[src/rtl/hazard_pkg.sv]
// Shared encodings, timing constants and the per-stage writer record for the
// hazard scoreboard of the 5-stage MIPS pipeline.
package hazard_pkg;

    localparam int REC_REG_W = 5;
    localparam int REC_T_W   = 4;

    // D-stage source selects
    localparam logic [1:0] FWD_RF = 2'b00;
    localparam logic [1:0] FWD_E  = 2'b01;
    localparam logic [1:0] FWD_M  = 2'b10;
    localparam logic [1:0] FWD_W  = 2'b11;

    // E-stage operand selects
    localparam logic [1:0] EFWD_REG = 2'b00;
    localparam logic [1:0] EFWD_M   = 2'b01;
    localparam logic [1:0] EFWD_W   = 2'b10;

    localparam logic [REC_T_W-1:0] TUSE_NONE = 4'd10;
    localparam logic [REC_T_W-1:0] TNEW_LINK = 4'd0;
    localparam logic [REC_T_W-1:0] TNEW_ALU  = 4'd1;
    localparam logic [REC_T_W-1:0] TNEW_LOAD = 4'd2;

    typedef struct packed {
        logic [REC_REG_W-1:0] wreg;
        logic [REC_T_W-1:0]   tnew;
    } stage_rec;

    // tnew ages by one per stage but never wraps below zero
    function automatic logic [REC_T_W-1:0] sat_dec(input logic [REC_T_W-1:0] t);
        return (t == '0) ? '0 : t - {{(REC_T_W-1){1'b0}}, 1'b1};
    endfunction

endpackage

[src/rtl/hazard_match.sv]
// Resolves one D-stage source register against the E/M/W writer records:
// newest matching stage decides both the stall request and the D forward select.
module hazard_match
    import hazard_pkg::*;
(
    input  logic [REC_REG_W-1:0] r,
    input  logic [REC_T_W-1:0]   tuse,
    input  stage_rec             e_rec,
    input  stage_rec             m_rec,
    input  logic [REC_REG_W-1:0] w_wreg,
    output logic                 stall_req,
    output logic [1:0]           fwd_sel
);

    always_comb begin
        stall_req = 1'b0;
        fwd_sel   = FWD_RF;
        // register 0 is hardwired, so it never participates
        if (r != '0) begin
            if (e_rec.wreg == r) begin
                stall_req = (e_rec.tnew > tuse);
                if (e_rec.tnew == '0) fwd_sel = FWD_E;
            end else if (m_rec.wreg == r) begin
                stall_req = (m_rec.tnew > tuse);
                if (m_rec.tnew == '0) fwd_sel = FWD_M;
            end else if (w_wreg == r) begin
                fwd_sel = FWD_W;
            end
        end
    end

endmodule

[src/rtl/hazard_scoreboard.sv]
// Registered E/M/W writer records with tnew ageing, D-stage stall and D/E forward
// selects. Define HAZ_STALL_CNT_EN to add the stall_cnt event counter port.
module hazard_scoreboard
    import hazard_pkg::*;
#(
    parameter int REG_W = 5,
    parameter int T_W   = 4
`ifdef HAZ_STALL_CNT_EN
    ,
    parameter int CNT_W = 32
`endif
)
(
    input  logic             clk,
    input  logic             reset_n,
    input  logic [T_W-1:0]   d_tuse,
    input  logic [REG_W-1:0] d_rs,
    input  logic [REG_W-1:0] d_rt,
    input  logic [REG_W-1:0] d_wreg,
    input  logic [T_W-1:0]   d_tnew,
    output logic             stall,
    output logic [1:0]       fwd_d_rs,
    output logic [1:0]       fwd_d_rt,
    output logic [1:0]       fwd_e_rs,
    output logic [1:0]       fwd_e_rt,
    output logic [REG_W-1:0] e_wreg,
    output logic [REG_W-1:0] m_wreg,
    output logic [REG_W-1:0] w_wreg
`ifdef HAZ_STALL_CNT_EN
    ,
    output logic [CNT_W-1:0] stall_cnt
`endif
);

    logic [REG_W-1:0] e_rs;
    logic [REG_W-1:0] e_rt;
    stage_rec         e_rec;
    stage_rec         m_rec;
    logic [REG_W-1:0] w_wreg_q;
    logic             stall_rs;
    logic             stall_rt;

    // M and W always advance; only E takes a bubble when D is held
    always_ff @(posedge clk or negedge reset_n) begin
        if (!reset_n) begin
            e_rs     <= '0;
            e_rt     <= '0;
            e_rec    <= '0;
            m_rec    <= '0;
            w_wreg_q <= '0;
        end else begin
            w_wreg_q   <= m_rec.wreg;
            m_rec.wreg <= e_rec.wreg;
            m_rec.tnew <= sat_dec(e_rec.tnew);
            if (stall) begin
                e_rs  <= '0;
                e_rt  <= '0;
                e_rec <= '0;
            end else begin
                e_rs       <= d_rs;
                e_rt       <= d_rt;
                e_rec.wreg <= d_wreg;
                e_rec.tnew <= d_tnew;
            end
        end
    end

    hazard_match u_match_rs (
        .r         (d_rs),
        .tuse      (d_tuse),
        .e_rec     (e_rec),
        .m_rec     (m_rec),
        .w_wreg    (w_wreg_q),
        .stall_req (stall_rs),
        .fwd_sel   (fwd_d_rs)
    );

    hazard_match u_match_rt (
        .r         (d_rt),
        .tuse      (d_tuse),
        .e_rec     (e_rec),
        .m_rec     (m_rec),
        .w_wreg    (w_wreg_q),
        .stall_req (stall_rt),
        .fwd_sel   (fwd_d_rt)
    );

    assign stall = stall_rs | stall_rt;

    // A matching M writer with tnew > 0 is excluded by the stall, so only tnew == 0 forwards
    function automatic logic [1:0] efwd_sel(input logic [REG_W-1:0] r);
        logic [1:0] sel;
        sel = EFWD_REG;
        if (r != '0) begin
            if (m_rec.wreg == r && m_rec.tnew == '0) sel = EFWD_M;
            else if (w_wreg_q == r)                  sel = EFWD_W;
        end
        return sel;
    endfunction

    always_comb begin
        fwd_e_rs = efwd_sel(e_rs);
        fwd_e_rt = efwd_sel(e_rt);
    end

    assign e_wreg = e_rec.wreg;
    assign m_wreg = m_rec.wreg;
    assign w_wreg = w_wreg_q;

`ifdef HAZ_STALL_CNT_EN
    always_ff @(posedge clk or negedge reset_n) begin
        if (!reset_n)  stall_cnt <= '0;
        else if (stall) stall_cnt <= stall_cnt + {{(CNT_W-1){1'b0}}, 1'b1};
    end
`endif

endmodule

[config.mk]
export PLATFORM = sky130hd
export DESIGN_NAME = hazard_scoreboard
export DESIGN_NICKNAME = d
export VERILOG_FILES = /design/src/rtl/hazard_pkg.sv /design/src/rtl/hazard_match.sv /design/src/rtl/hazard_scoreboard.sv
export SDC_FILE = /design/constraint.sdc
export NUM_CORES = 1
export LEC_CHECK = 0
export ABC_AREA = 1
export CAP_MARGIN = 10
export CORE_AREA = 2 2 69 71
export CTS_CLUSTER_SIZE = 10
export DETAILED_ROUTE_END_ITERATION = 6
export DIE_AREA = 0 0 71 73
export HOLD_SLACK_MARGIN = 0.12
export PLACE_DENSITY_LB_ADDON = 0.25
export SYNTH_ARGS = -nofsm -noshare
export SYNTH_HDL_FRONTEND = slang
export SYNTH_SLANG_ARGS = --single-unit
[constraint.sdc]
create_clock -name clk -period 2.22 [get_ports clk]
set_clock_uncertainty 0.05 [all_clocks]
set_input_delay 0.222 -clock clk [delete_from_list [all_inputs] [get_ports clk]]
set_output_delay 0.222 -clock clk [all_outputs]
set_load 0.01 [all_outputs]
==> flow_summary.ini <==
[synth]
synth_fp_nets = 312
synth_cells = 279
ys_ff_latch = 33
synth_warnings = 0
syn_avg_cell_area_um2 = 7.87
synthArstFlopShare_pct = 100
synthFlopType = dfrtp_1
synth-edff-count = 0
syn_area_um2 = 2190
synth-seq-area-share_pct = 37.6
ys_types = 25

[floorplan]
coreArea_um2 = 4540
ios = 49
fp-row-count = 25
die_height_um = 73
dieWidth_um = 71
start_util_pct = 48.4
dieArea_um2 = 5180

[layout]
layout_common_cells = nand2_1, inv_1, clkdlybuf4s50_1
n_antenna_cell = 0
fin_nets = 377
drive_gt1_share_pct = 22.6
final_core_util_pct = 64.9
area_delta_synth_final_pct = 34.2
fin_area_um2 = 2940
final_common_cell = nand2_1

[clock_tree]
cts.sinks = 33
cts_htree_levels = 2
clkSlewWorstSetupHoldPaths_ps = 60
cts_root_buffer = clkbuf_8
clkLatencyLatePin_ps = 280
cts_buffers = 5
cts_hold_buf = 0
cts_tree = done
max-clock-path-buffers = 2

[power_and_ir_drop]
vdd_ir_drop_max_mv = 0.358
p_leak_nw = 1.47
power_density_nw_per_um2 = 599

[critical_path]
cp-end-kind = primary output
worst-r2r-cell-count = 11
endpoint = fwd_e_rs[0]
cp_top_family = buffers and inverters
cp-start-kind = flip-flop
worstReg2RegStart = e_rec[1]
path_buf_inv = 1
startpoint = m_rec[3]
r2r_end = e_rt[3]
path_class = flip-flop to primary output
crit_cells = 6
crit_slowest_cell = clkdlybuf4s50_1
worst-r2r-setup-slack_ps = 310
max_stage_delay_ps = 540
cp_max_fo = 3
required_ps = 1950
path_cells = nor2_2, nand2_2, a21oi_1, nand3_1, nor2_1, clkdlybuf4s50_1
cp_data_arrival_time_ps = 1840

[route]
vias = 1915
wl_met3_um = 226
top_layer_used = met4
met1_length_um = 2070
remaining_drc_errors = 0
dr.pass1.iters = 4
totalWireLength_um = 4850
detail_route.vias_per_cell = 4.80
wl_per_cell_um = 12.1
met2_length_um = 2440
drtIter0Drc = 64
ant_nets = 0

[timing]
finalHoldViolations = 0
fmax_ghz = 0.473
min_period_ps = 2120
fin_ws_ps = 104
tightest_slew_ps = 458
finalCritPeriodShare_pct = 95.3
timing.slew.headroom_pct = 69.2
slew_viol_final = 0
setup_viol = 0
rsz0062_at_grt = true

[place]
post-place-ws_ps = -306
portBuffers = 48
dp_hpwl_um = 3750
dpl_cell_area_um2 = 2770
place.gp.congestion = 0.827

[global_route]
grt_pass1_vias = 1894
grt-ovfl-total = 0
grt_usage_pct = 20.6
antenna_found_initial = 0
grt_pass1_wl_um = 8310
grt_max_degree = 34

[job]
cap_violations = 0

[min_path]
hold_path_class = primary input to asynchronous set/reset pin

[outcome]
status = completed
[routing by layer]
layer,GRT usage [%],vias to the layer above
li1,-,968
met1,25.0,885
met2,35.6,50
met3,4.14,12
met4,9.01,0
met5,0,-
[synth_stat cells, drive strengths merged, types with 2 or more instances]
| master | number | area share [%] |
|---|---|---|
| o21ai | 5 | 1.1 |
| xor2 | 10 | 4.0 |
| dfrtp | 33 | 38 |
| a21oi | 12 | 2.7 |
| nand2 | 60 | 10 |
| buf | 15 | 5.2 |
| and2 | 2 | 0.57 |
| o21bai | 2 | 0.68 |
| nand4 | 3 | 0.86 |
| nand3 | 8 | 1.8 |
| inv | 44 | 7.5 |
| nor2 | 36 | 8.4 |
| nor3 | 6 | 1.4 |
| xnor2 | 27 | 11 |
| ha | 8 | 4.6 |
| nor4 | 4 | 1.1 |
[per-stage QoR]
step	instances	setup TNS [ps]	hold WS (ps)	total power, mW
global route	399	-10.9	341	1.89
finish	399	0	292	1.76
floorplan	279	0	-124	1.11
CTS	395	0	308	1.75
global placement	385	-855	388	1.31
detailed placement	385	-1830	392	1.32
[what timing repair did]
| action | in CTS | in global routing |
|---|---|---|
| gates resized for setup | 26 | 15 |
| endpoints found under the setup margin | 8 | 3 |
| pin swaps | 1 | 9 |
| setup buffers | 2 | 4 |
[power by group]
group          internal [mW]  total (mW)  switching (mW)
Sequential             0.672       0.767          0.0950
Clock                  0.217       0.424           0.208
Combinational          0.298       0.573           0.276
[registers in the layout (all words and copies together) (netlist names)]
register	flops
m_rec	4
w_wreg	5
e_wreg	5
e_rec	4
e_rt	5
e_rs	5
m_wreg	5
[cell type report]
type	count	area, um^2
inverter	45	169
clock buffer	6	72.6
tap	54	67.6
fill	397	1590
multi-input combinational	186	1130
sequential	33	835
clock inverter	2	10.0
timing repair buffer	73	656
[cells by family after synthesis]
group,synth area share [%]
simple gates,25.2
fa+ha+maj,4.56
buf+inv,12.9
xor+xnor,14.8
flops,37.6
compound gates,4.90
[worst min-delay path by stage]
stage	slack (ps)	from	end
after floorplan	-120	reset_n	e_rec[0]
after global placement	390	e_wreg[4]	m_wreg[4]
after detailed placement	390	e_wreg[4]	m_wreg[4]
after CTS	310	reset_n	e_wreg[0]
after global routing	340	reset_n	e_rs[0]
final	290	reset_n	e_rt[2]
Note: power is estimated with default switching activity, not from simulation.
